--- src/rtl/axi_arb_pkg.sv ---
// rtl/axi_arb_pkg.sv - shared types and encodings for the two-master AXI4-Lite memory arbiter
package axi_arb_pkg;

    typedef enum logic [2:0] {
        IDLE    = 3'd0,
        RD_ADDR = 3'd1,
        RD_DATA = 3'd2,
        WR_REQ  = 3'd3,
        WR_RESP = 3'd4
    } arb_state_e;

    localparam logic GNT_M0  = 1'b0;
    localparam logic GNT_M1  = 1'b1;

    localparam logic KIND_RD = 1'b0;
    localparam logic KIND_WR = 1'b1;

endpackage

--- src/rtl/mem_arb_pick.sv ---
// rtl/mem_arb_pick.sv - combinational M0/M1 pick policy (round-robin when ARB_RR_EN is defined, else fixed M1 priority)
//
// Ports:
//   ptr_i  : round-robin pointer, 1 = prefer M1 (present only with ARB_RR_EN)
//   req_i  : request vector, bit 0 = M0, bit 1 = M1
//   gnt_o  : one-hot grant, all zero when nothing is requesting
module mem_arb_pick (
`ifdef ARB_RR_EN
    input  logic       ptr_i,
`endif
    input  logic [1:0] req_i,
    output logic [1:0] gnt_o
);

`ifdef ARB_RR_EN
    // A lone requester always wins; on contention the pointer decides.
    always_comb begin
        gnt_o = req_i;
        if (req_i == 2'b11) begin
            gnt_o = ptr_i ? 2'b10 : 2'b01;
        end
    end
`else
    // D-cache (M1) always beats I-cache (M0).
    always_comb begin
        gnt_o = req_i;
        if (req_i[1]) begin
            gnt_o = 2'b10;
        end
    end
`endif

endmodule

--- src/rtl/axi_mem_arbiter.sv ---
// rtl/axi_mem_arbiter.sv - shares one single-outstanding AXI4-Lite slave port between I-cache (M0, read) and D-cache (M1, read/write)
//
// Optional feature macro: ARB_RR_EN (round-robin pick; fixed M1 priority otherwise).
// Ports:
//   ACLK, ARESET           : clock, asynchronous active-high reset
//   M0_AR_*, M0_R_*        : I-cache read address / read data
//   M1_AR_*, M1_R_*        : D-cache read address / read data
//   M1_AW_*, M1_W_*, M1_B_*: D-cache write address / write data / write response
//   S_*                    : shared memory slave port
//   GNT                    : owner of the current transaction (0 = M0, 1 = M1)
module axi_mem_arbiter
    import axi_arb_pkg::*;
#(
    parameter int ADDR_W = 32,
    parameter int DATA_W = 32
) (
    input  logic                ACLK,
    input  logic                ARESET,
    input  logic                M0_AR_VALID,
    input  logic [ADDR_W-1:0]   M0_AR_ADDR,
    output logic                M0_AR_READY,
    output logic                M0_R_VALID,
    output logic [DATA_W-1:0]   M0_R_DATA,
    input  logic                M0_R_READY,
    input  logic                M1_AR_VALID,
    input  logic [ADDR_W-1:0]   M1_AR_ADDR,
    output logic                M1_AR_READY,
    output logic                M1_R_VALID,
    output logic [DATA_W-1:0]   M1_R_DATA,
    input  logic                M1_R_READY,
    input  logic                M1_AW_VALID,
    input  logic [ADDR_W-1:0]   M1_AW_ADDR,
    output logic                M1_AW_READY,
    input  logic                M1_W_VALID,
    input  logic [DATA_W-1:0]   M1_W_DATA,
    input  logic [DATA_W/8-1:0] M1_W_STRB,
    output logic                M1_W_READY,
    output logic                M1_B_VALID,
    input  logic                M1_B_READY,
    output logic                S_AR_VALID,
    output logic [ADDR_W-1:0]   S_AR_ADDR,
    input  logic                S_AR_READY,
    input  logic                S_R_VALID,
    input  logic [DATA_W-1:0]   S_R_DATA,
    output logic                S_R_READY,
    output logic                S_AW_VALID,
    output logic [ADDR_W-1:0]   S_AW_ADDR,
    input  logic                S_AW_READY,
    output logic                S_W_VALID,
    output logic [DATA_W-1:0]   S_W_DATA,
    output logic [DATA_W/8-1:0] S_W_STRB,
    input  logic                S_W_READY,
    input  logic                S_B_VALID,
    output logic                S_B_READY,
    output logic                GNT
);

    arb_state_e state_q;
    logic       gnt_q;
    logic       kind_q;
    logic       kind_d;
    logic       aw_done_q, aw_done_d;
    logic       w_done_q, w_done_d;
    logic [1:0] pick_gnt;
`ifdef ARB_RR_EN
    logic       ptr_q;
`endif

    mem_arb_pick u_pick (
`ifdef ARB_RR_EN
        .ptr_i (ptr_q),
`endif
        .req_i ({M1_AR_VALID | M1_AW_VALID, M0_AR_VALID}),
        .gnt_o (pick_gnt)
    );

    // An M1 write beats an M1 read of the same master.
    assign kind_d = (pick_gnt[1] && M1_AW_VALID) ? KIND_WR : KIND_RD;

    logic st_rd_addr, st_rd_data, st_wr_resp, wr_act, sel_m0, sel_m1;
    assign st_rd_addr = (state_q == RD_ADDR);
    assign st_rd_data = (state_q == RD_DATA);
    assign st_wr_resp = (state_q == WR_RESP);
    assign wr_act     = (state_q == WR_REQ) && (kind_q == KIND_WR);
    assign sel_m0     = (gnt_q == GNT_M0);
    assign sel_m1     = (gnt_q == GNT_M1);

    // Read address channel
    assign S_AR_VALID  = st_rd_addr && (sel_m1 ? M1_AR_VALID : M0_AR_VALID);
    assign S_AR_ADDR   = st_rd_addr ? (sel_m1 ? M1_AR_ADDR : M0_AR_ADDR) : '0;
    assign M0_AR_READY = st_rd_addr && sel_m0 && S_AR_READY;
    assign M1_AR_READY = st_rd_addr && sel_m1 && S_AR_READY;

    // Read data channel; the ungranted master sees zero valid and data
    assign S_R_READY   = st_rd_data && (sel_m1 ? M1_R_READY : M0_R_READY);
    assign M0_R_VALID  = st_rd_data && sel_m0 && S_R_VALID;
    assign M1_R_VALID  = st_rd_data && sel_m1 && S_R_VALID;
    assign M0_R_DATA   = (st_rd_data && sel_m0) ? S_R_DATA : '0;
    assign M1_R_DATA   = (st_rd_data && sel_m1) ? S_R_DATA : '0;

    // Write address/data: a channel whose handshake already happened is masked off
    assign S_AW_VALID  = wr_act && !aw_done_q && M1_AW_VALID;
    assign S_AW_ADDR   = wr_act ? M1_AW_ADDR : '0;
    assign M1_AW_READY = wr_act && !aw_done_q && S_AW_READY;
    assign S_W_VALID   = wr_act && !w_done_q && M1_W_VALID;
    assign S_W_DATA    = wr_act ? M1_W_DATA : '0;
    assign S_W_STRB    = wr_act ? M1_W_STRB : '0;
    assign M1_W_READY  = wr_act && !w_done_q && S_W_READY;

    // Write response
    assign M1_B_VALID  = st_wr_resp && S_B_VALID;
    assign S_B_READY   = st_wr_resp && M1_B_READY;

    assign GNT = gnt_q;

    // Include this cycle's handshake so both-in-one-cycle exits WR_REQ immediately.
    assign aw_done_d = aw_done_q | (S_AW_VALID && S_AW_READY);
    assign w_done_d  = w_done_q  | (S_W_VALID && S_W_READY);

    always_ff @(posedge ACLK or posedge ARESET) begin
        if (ARESET) begin
            state_q   <= IDLE;
            gnt_q     <= GNT_M0;
            kind_q    <= KIND_RD;
            aw_done_q <= 1'b0;
            w_done_q  <= 1'b0;
`ifdef ARB_RR_EN
            ptr_q     <= 1'b0;
`endif
        end else begin
            case (state_q)
                IDLE: begin
                    if (|pick_gnt) begin
                        gnt_q   <= pick_gnt[1] ? GNT_M1 : GNT_M0;
                        kind_q  <= kind_d;
                        state_q <= (kind_d == KIND_WR) ? WR_REQ : RD_ADDR;
`ifdef ARB_RR_EN
                        // Prefer the master that did not just win.
                        ptr_q   <= pick_gnt[0];
`endif
                    end
                end
                RD_ADDR: begin
                    if (S_AR_VALID && S_AR_READY) begin
                        state_q <= RD_DATA;
                    end
                end
                RD_DATA: begin
                    if (S_R_VALID && S_R_READY) begin
                        state_q <= IDLE;
                    end
                end
                WR_REQ: begin
                    aw_done_q <= aw_done_d;
                    w_done_q  <= w_done_d;
                    if (aw_done_d && w_done_d) begin
                        state_q <= WR_RESP;
                    end
                end
                WR_RESP: begin
                    if (M1_B_VALID && M1_B_READY) begin
                        aw_done_q <= 1'b0;
                        w_done_q  <= 1'b0;
                        state_q   <= IDLE;
                    end
                end
                default: state_q <= IDLE;
            endcase
        end
    end

endmodule
--- config.mk ---
export PLATFORM = sky130hd
export DESIGN_NAME = axi_mem_arbiter
export DESIGN_NICKNAME = d
export VERILOG_FILES = /design/src/rtl/axi_arb_pkg.sv /design/src/rtl/mem_arb_pick.sv /design/src/rtl/axi_mem_arbiter.sv
export SDC_FILE = /design/constraint.sdc
export NUM_CORES = 1
export LEC_CHECK = 0
export ABC_CLOCK_PERIOD_IN_PS = 1300
export CAP_MARGIN = 20
export CORE_AREA = 2 2 137 139
export CTS_CLUSTER_DIAMETER = 150
export CTS_CLUSTER_SIZE = 10
export DETAILED_ROUTE_END_ITERATION = 6
export DIE_AREA = 0 0 139 141
export REMOVE_ABC_BUFFERS = 1
export SETUP_SLACK_MARGIN = 0.2
export SYNTH_ARGS = -nofsm -noshare
export SYNTH_HDL_FRONTEND = slang
export SYNTH_HIERARCHICAL = 1
export SYNTH_SLANG_ARGS = --single-unit
--- constraint.sdc ---
create_clock -name ACLK -period 1.3 [get_ports ACLK]
set_input_delay 0.26 -clock ACLK [delete_from_list [all_inputs] [get_ports ACLK]]
set_output_delay 0.26 -clock ACLK [all_outputs]
set_load 0.05 [all_outputs]
---- Word level (Yosys, flattened, before mapping) ----
Index checks and enable logic that the tools add are counted.
W data, S select, Z words.
word-level totals
  RAM bits ................................ 0
  input port bits ......................... 178
  bits in latches ......................... 0
  register bits ........................... 7
  memories kept ........................... 0
  memory bits (read-only) ................. 0
  logic and storage cells ................. 74
  output and inout bits ................... 177
cells by class
  reductions and logical operators ........ 34
  $add $sub $neg .......................... 0
  shifts and indexed selects .............. 0
  $lt $le $gt $ge ......................... 0
  muxes and demuxes ....................... 22
  bitwise logic cells ..................... 4
  equal/unequal tests ..................... 9
  $mul .................................... 0
  divide/modulo/power cells ............... 0
operators with widths
  cell                  count
  $mux W32              6
  $logic_and A1 B1 Y1   26
  $mux W3               5
  $pmux W3 S5           1
  $ne A2 B1 Y1 const B  4
  $eq A3 B2 Y1 const B  2
  $mux W1               5
  $reduce_and A5 Y1     1
  $mux W2               2
  $mux W4               1
  $pmux W1 S2           2
  $reduce_and A2 Y1     2
  $eq A3 B1 Y1 const B  1
  $eq A3 B3 Y1 const B  1
  $logic_not A3 Y1      1
  $or A1 B1 Y1          3
  $logic_not A1 Y1      2
  $ne A2 B2 Y1 const B  1
  $reduce_bool A2 Y1    1
  $reduce_or A2 Y1      1
  $not A1 Y1            1

---- Depth between registers and ports, before layout ----
Gate-level depths: netlist of the first run.
  depth in word-level cells ............... 9
  gate-level depth with buffers ........... 6
  gate-level depth less buffers ........... 6

---- Cells and area by module ----
The synthesis of the first run kept the hierarchy.
by module, submodules not included
  module           cells an instance  area each (sq um)  sequential area each (sq um)  instances
  axi_mem_arbiter  279                1955.6             175.2                         1
  mem_arb_pick     2                  21.3               0.0                           1

---- Worst setup path before layout of the first run ----
Ideal clock, no wire load.
  path type ............................... register to output
  start point ............................. register gnt_q, in the netlist GNT
  end point ............................... output M0_AR_READY
  data arrival time ....................... 2203 ps
  setup slack ............................. -1163 ps
  path buffers ............................ 2
  stages on the path, launching flop included .. 4
  data required time ...................... 1040 ps
  cell sequence ........................... dfrtp_1 > buf_4 > buf_4 > nor3b_1
between the ends
  word-level cells in the longest chain between the ends .. 3
RTL lines
  element                           line                    text
  from (decl)                       axi_mem_arbiter.sv:59   logic gnt_q;
  from (signal assigned)            axi_mem_arbiter.sv:134  gnt_q <= pick_gnt[1] ? GNT_M1 : GNT_M0;
  $not A1 Y1                        axi_mem_arbiter.sv:85   assign sel_m0 = (gnt_q == GNT_M0);
  $logic_and A1 B1 Y1 (2 in a row)  axi_mem_arbiter.sv:91   assign M0_AR_READY = st_rd_addr && sel_m0 && S_AR_READY;
  to (decl)                         axi_mem_arbiter.sv:21   output logic M0_AR_READY,
Every way passes these cells.

---- Final worst setup path of the first run ----
  start point ............................. register state_q[2]
  end point ............................... output S_AW_VALID
between the ends
  word-level cells in the longest chain between the ends .. 4
RTL lines
  element                           line                    text
  from (decl)                       axi_mem_arbiter.sv:58   arb_state_e state_q;
  from (signal assigned)            axi_mem_arbiter.sv:136  state_q <= (kind_d == KIND_WR) ? WR_REQ : RD_ADDR;
  $eq A3 B2 Y1                      axi_mem_arbiter.sv:84   assign wr_act = (state_q == WR_REQ) && (kind_q == KIND_WR);
  $logic_and A1 B1 Y1               axi_mem_arbiter.sv:84
  $logic_and A1 B1 Y1 (2 in a row)  axi_mem_arbiter.sv:102  assign S_AW_VALID = wr_act && !aw_done_q && M1_AW_VALID;
  to (decl)                         axi_mem_arbiter.sv:46   output logic S_AW_VALID,
Every way passes these cells.

==> results of run 1 <==
-- area by class of cell --
type,count,area share
Clock buffer,4,0.00891
Inverter,4,0.00170
Multi-Input combinational cell,246,0.257
Sequential cell,7,0.0202
Tap cell,234,0.0331
Timing Repair Buffer,415,0.679
-- worst paths after layout --
path                                 start          to  slack [ns]
worst max register to register         GNT  state_q[1]       -0.34
worst max-delay path            state_q[2]  S_AW_VALID       -0.57
max in group asynchronous           ARESET         GNT        0.79
min in group ACLK                   kind_q      kind_q        0.51
worst min-delay path                ARESET    w_done_q        0.27
worst min register to register      kind_q      kind_q        0.51
-- routing by layer --
layer  up-vias  share of wire  global-route usage
met1      1557           0.37               0.151
met4         0          0.012              0.0282
li1       1690              -                   -
met3        12          0.051              0.0228
met2       143           0.56               0.232
met5         -              0                   0
-- synthesized netlist by cell type (all sizes together) --
cell type / number / area share
a211oi: 1 / 0.0038
a22o: 1 / 0.0044
a31oi: 2 / 0.014
a32o: 1 / 0.0051
and2: 132 / 0.42
and3: 2 / 0.0076
and3b: 4 / 0.019
and4b: 1 / 0.0051
buf: 11 / 0.044
clkbuf: 13 / 0.033
dfrtp: 7 / 0.089
inv: 4 / 0.0076
mux2i: 35 / 0.18
nand2: 6 / 0.011
nand2b: 1 / 0.0070
nand3: 1 / 0.0025
nor2: 43 / 0.091
nor2b: 2 / 0.014
nor3: 4 / 0.010
nor3b: 1 / 0.0038
o21ai: 3 / 0.0076
o21ba: 1 / 0.0051
o22ai: 1 / 0.0032
o2bb2ai: 1 / 0.0044
o31ai: 1 / 0.0063
o32ai: 1 / 0.0044
or2: 1 / 0.0032
-- state kept, by name, summed over array words and instances (netlist names) --
register,cells
GNT,1
aw_done_q,1
kind_q,1
state_q,3
w_done_q,1
-- critical path, delay by kind of cell (launching register included) --
kind,cells,cell delay (ns)
AND/OR/NAND/NOR,2,0.60
flip-flops,1,0.44
buffers and inverters,2,0.33
-- metrics by stage --
step | cells | setup WS (ns) | hold slack [ns]
final | 910 | -0.572 | 0.272
after floorplan | 257 | -2.15 | 0.0634
after global placement | 883 | -0.441 | 0.498
after global routing | 910 | -0.645 | 0.318
after detailed placement | 883 | -0.490 | 0.507
after CTS | 889 | -0.570 | 0.282
-- report_power, final --
| group | switching [mW] | internal [mW] |
|---|---|---|
| Combinational | 0.187 | 0.522 |
| Sequential | 0 | 0.219 |
| Clock | 0.115 | 0.408 |
| Total | 0.302 | 1.15 |
-- repair_timing --
item,4_1_cts,5_1_grt
pin swaps,14,15
gates resized for setup,106,110
buffers inserted,2,17
endpoints found under the hold margin,0,0
cloned,0,4
endpoints found under the setup margin,184,184
-- cells by family (layout without fill, tap and decap cells) --
logic type | Yosys count | count (layout)
buffers and inverters | 28 | 423
DFF | 7 | 7
and+or+nand+nor | 198 | 198
muxes | 35 | 35
AOI/OAI and AO/OA | 13 | 13
==> metrics.txt, run 1 <==
status=finished, violations left; failing checks=setup timing; post-route cell area=0.00885 sq mm; CTS tree=yes; Startpoint Class=flop; Post-Route WL=14.0 mm; Post-Syn Instances=281; synthesized area per cell=7.04 sq um; Setup Crit Path Kind=reg2out; DRC viols=0; Slew Viols, Final=0; CTS clk-pin slew, worst paths=0.04 ns; Max rail drop VDD=0.000287 V; Setup TNS Final=-91.15 ns; XOR/XNOR share of the synthesized area=0; Rows=50; Final #Nets=855; Synth Area in Simple Gates=0.592; Worst Tran Pin Value=0.310 ns; CP max stage delay=0.44 ns; Final Critical Period=1.87 ns; initial core utilization=0.108; GRT Total Usage=0.125; Setup crit end kind=primary output; Synth Area in Compound Gates=0.0582; Seq/Total Area, Yosys=0.0886; grt total ovfl=0; Syn Std Cell Area=0.00198 sq mm; Skew-Pair Late Insertion Delay=0.23 ns; ANT nets after route=0; post-synthesis mux area share=0.177; # fillers=1634; gpl congestion=0.787; P_leak=3.46 nW; CTS hold repair buffers=0; CTS buffer count=3; largest family of logic cells by synthesized area=simple AND/OR/NAND/NOR gates; commonest non-fill, non-tap cell in the layout=buf_12; final worst slack=-0.572 ns; Final Cycle Share=1.44; total power=1.45 mW; die area=0.0196 sq mm; fraction of layout cells with a size suffix above 1=0.626; initial antenna violation count=0; first-pass GRT wire length=19.6 mm; Slew Limit Headroom=0.787; Hold Violations, Final=0; worst reg2reg path depth=8; Hold Path Class=in2async; Power Dens Cells=164 mW/mm^2; Reg area=179 sq um; post-synthesis adder-cell area fraction=0; RSZ-0062 raised after global routing=true; Critical-path top delay cell=dfrtp_2; Cell Chain, Critical Path=and4b_2 -> buf_12 -> and3b_2 -> buf_12; Core ar.=0.0183 sq mm; Synth cell types=33; chip height=141 microns; via count=3402; Layout Utilization=0.484; CTS H-tree lvls=1; largest net degree at the start of global routing=44; drt first-iter violations=74; PortBufs=354; # clock sinks=7; Die W=139 microns; Boundary Pins=355; Max Clk Rate=0.534 GHz; endpoints failing setup=184; placed inst area=0.00783 sq mm; vias per cell=3.74; synthesis-stage register bit count=7; number of diodes=0; CP arrival=1.61 ns; vias in the first global route=3349; Wirelength per Cell=15.4 microns; max-cap violations=0; synthesis warning total=6; Req. time, crit path=1.04 ns; CP Max Fanout=30; maximum root-to-sink buffer count=2; root buf cell=clkbuf_16; DRT Pass-1 Iters=4; skew final=0.000546 ns; most frequent cells in the layout=189 x buf_12, 177 x clkdlybuf4s50_1, 108 x and2_4; Area Overhead vs Synth=348%; detailed placement HPWL=11.0 mm; most used cell along the critical path=buf_12; footprint of the multi-input gates=0.00227 sq mm
Note: power is estimated with default switching activity, not from simulation.
==> run 2: changes to the inputs <==
--- a/config.mk
+++ b/config.mk
@@ -12,6 +12,7 @@
 export CTS_CLUSTER_SIZE = 10
 export DETAILED_ROUTE_END_ITERATION = 6
 export DIE_AREA = 0 0 139 141
+export GPL_TIMING_DRIVEN = 0
 export REMOVE_ABC_BUFFERS = 1
 export SETUP_SLACK_MARGIN = 0.2
 export SYNTH_ARGS = -nofsm -noshare
==> metrics.txt, run 2 (synthesis gave the netlist of run 1 again) <==
# fillers=1768 (+8.2%); Layout Utilization=0.408 (-0.0769); Slew Viols, Final=0 (unchanged); largest net degree at the start of global routing=26 (-41%); failing checks=setup timing; fraction of layout cells with a size suffix above 1=0.568 (-0.0574); Area Overhead vs Synth=277%; switching share of power=0.186 (-0.0224); Core ar.=0.0183 sq mm (unchanged); skew final=0.00430 ns (+0.00375 ns); maximum root-to-sink buffer count=2 (unchanged); first-pass GRT wire length=18.8 mm (-3.9%); R2R Setup Slk=-0.27 ns (+0.07 ns); CTS clk-pin slew, worst paths=0.04 ns (about the same); drt first-iter violations=58 (-22%); Logic pwr share=0.464 (-0.025); Final Cycle Share=1.54 (+0.100); Boundary Pins=355 (unchanged); Most flops, register=state_q; Setup TNS Final=-104.65 ns (-13.50 ns); sequential power share=0.159 (+0.008); most frequent cells in the layout=175 x clkdlybuf4s50_1, 120 x buf_8, 117 x and2_4; Psw=0.255 mW (-15%); Slew Limit Headroom=0.690 (-0.0975); max reg flops=3 (unchanged); Worst Tran Pin Value=0.462 ns (+0.152 ns); chip height=141 microns (unchanged); via count=3324 (-2.3%); max-cap violations=0 (unchanged); ANT nets after route=0 (unchanged); Hold Violations, Final=0 (unchanged); Setup crit end kind=primary output; CTS H-tree lvls=1 (unchanged); Power Dens Cells=185 mW/mm^2 (+13%); Final Critical Period=2.00 ns (+0.130 ns); total power=1.38 mW (-5.2%); vias in the first global route=3211 (-4.1%); worst r2r dst=state_q[0]; Rows=50 (unchanged); placed inst area=0.00573 sq mm (-27%); Skew-Pair Late Insertion Delay=0.23 ns (about the same); Final #Nets=837 (-2.1%); footprint of the multi-input gates=0.00206 sq mm (-9.5%); CP arrival=1.74 ns (+0.13 ns); # clock sinks=7 (unchanged); commonest non-fill, non-tap cell in the layout=clkdlybuf4s50_1; Wirelength per Cell=15.2 microns (-0.80%); Startpoint Class=flop; Max Clk Rate=0.499 GHz (-6.5%); root buf cell=clkbuf_16; Reg area=183 sq um (+2.1%); detailed placement HPWL=9.71 mm (-12%); initial core utilization=0.108 (unchanged); initial antenna violation count=0 (unchanged); endpoints failing setup=184 (unchanged); gpl congestion=0.727 (-7.6%); DRC viols=0 (unchanged); DRT Pass-1 Iters=4 (unchanged); Int Pwr=1.12 mW (-2.5%); worst r2r src=state_q[2]; RSZ-0062 raised after global routing=true; Post-Route WL=13.6 mm (-2.8%); vias per cell=3.73 (-0.32%); number of diodes=0 (unchanged); Die W=139 microns (unchanged); CTS buffer count=3 (unchanged); grt total ovfl=0 (unchanged); placed insts=848 (-4.0%); GRT Total Usage=0.120 (-0.00554); CP Max Fanout=7 (-77%); Hold Path Class=in2async; Setup WS pre-CTS=-1.70 ns (-1.21 ns); final instance count without filler cells=892 (-2.0%); CTS tree=yes; final worst slack=-0.703 ns (-0.130 ns); die area=0.0196 sq mm (unchanged); post-route cell area=0.00744 sq mm (-16%); Max rail drop VDD=0.000538 V (+87%); clock share of power=0.376 (+0.016); worst reg2reg path depth=6 (-2); PortBufs=354 (unchanged); Setup Crit Path Kind=reg2out; Req. time, crit path=1.04 ns (about the same); P_leak=3.18 nW (-7.9%); Hold WS=0.271 ns (-0.00113 ns); status=finished, violations left
==> run 2: cell types whose count changed in the layout (fill, tap and decap cells not counted), moves of 9 or more <==
cell,change
buf_4,-25
and2_4,+9
nor2_1,+28
buf_8,+119
buf_6,+63
and2_1,-9
mux2i_2,-10
buf_12,-184
mux2i_1,+11
nor2_4,-26
==> run 2: what timing repair did <==
item	in CTS	in global routing
setup endpoints to repair	184	184
setup buffers	24	6
hold buffers	0	0
pin swaps	33	43
gates resized for setup	1300	259
cloned	6	4
==> run 2: power groups by stage <==
stage	Combinational, mW	Sequential, mW	Clock [mW]
after floorplan	0.0535	0.222	0
after global placement	0.600	0.222	0
after detailed placement	0.605	0.222	0
after CTS	0.617	0.219	0.521
after global routing	0.681	0.219	0.540
final	0.638	0.219	0.518
==> run 2: worst max path at each step <==
stage | from | end | slack [ns] | depth (start not counted)
after detailed placement | GNT | M1_R_DATA[29] | -1.70 | 5
after global routing | state_q[2] | S_AW_ADDR[20] | -0.75 | 5
after floorplan | GNT | M1_AR_READY | -2.15 | 2
after global placement | GNT | M1_R_DATA[29] | -2.92 | 4
after CTS | state_q[2] | S_AW_ADDR[20] | -0.68 | 5
final | state_q[2] | S_AW_ADDR[20] | -0.70 | 5
==> run 2: final cells by class <==
type,instances,area share
Clock buffer,4,0.0106
Multi-Input combinational cell,248,0.277
Tap cell,234,0.0393
Sequential cell,7,0.0245
Timing Repair Buffer,395,0.646
Inverter,4,0.00252
==> run 2: per-layer routing <==
| layer | up-vias | track usage | share of wire |
|---|---|---|---|
| li1 | 1661 | - | - |
| met1 | 1521 | 0.153 | 0.40 |
| met2 | 134 | 0.220 | 0.55 |
| met3 | 8 | 0.0163 | 0.044 |
| met4 | 0 | 0.0149 | 0.0085 |
| met5 | - | 0 | 0 |
==> run 2: critical path, stage by stage (launching register included) <==
cell	delay [ns]
dfrtp_2	0.45
and4b_4	0.46
buf_6	0.16
clkbuf_16	0.14
and2_4	0.15
buf_8	0.14
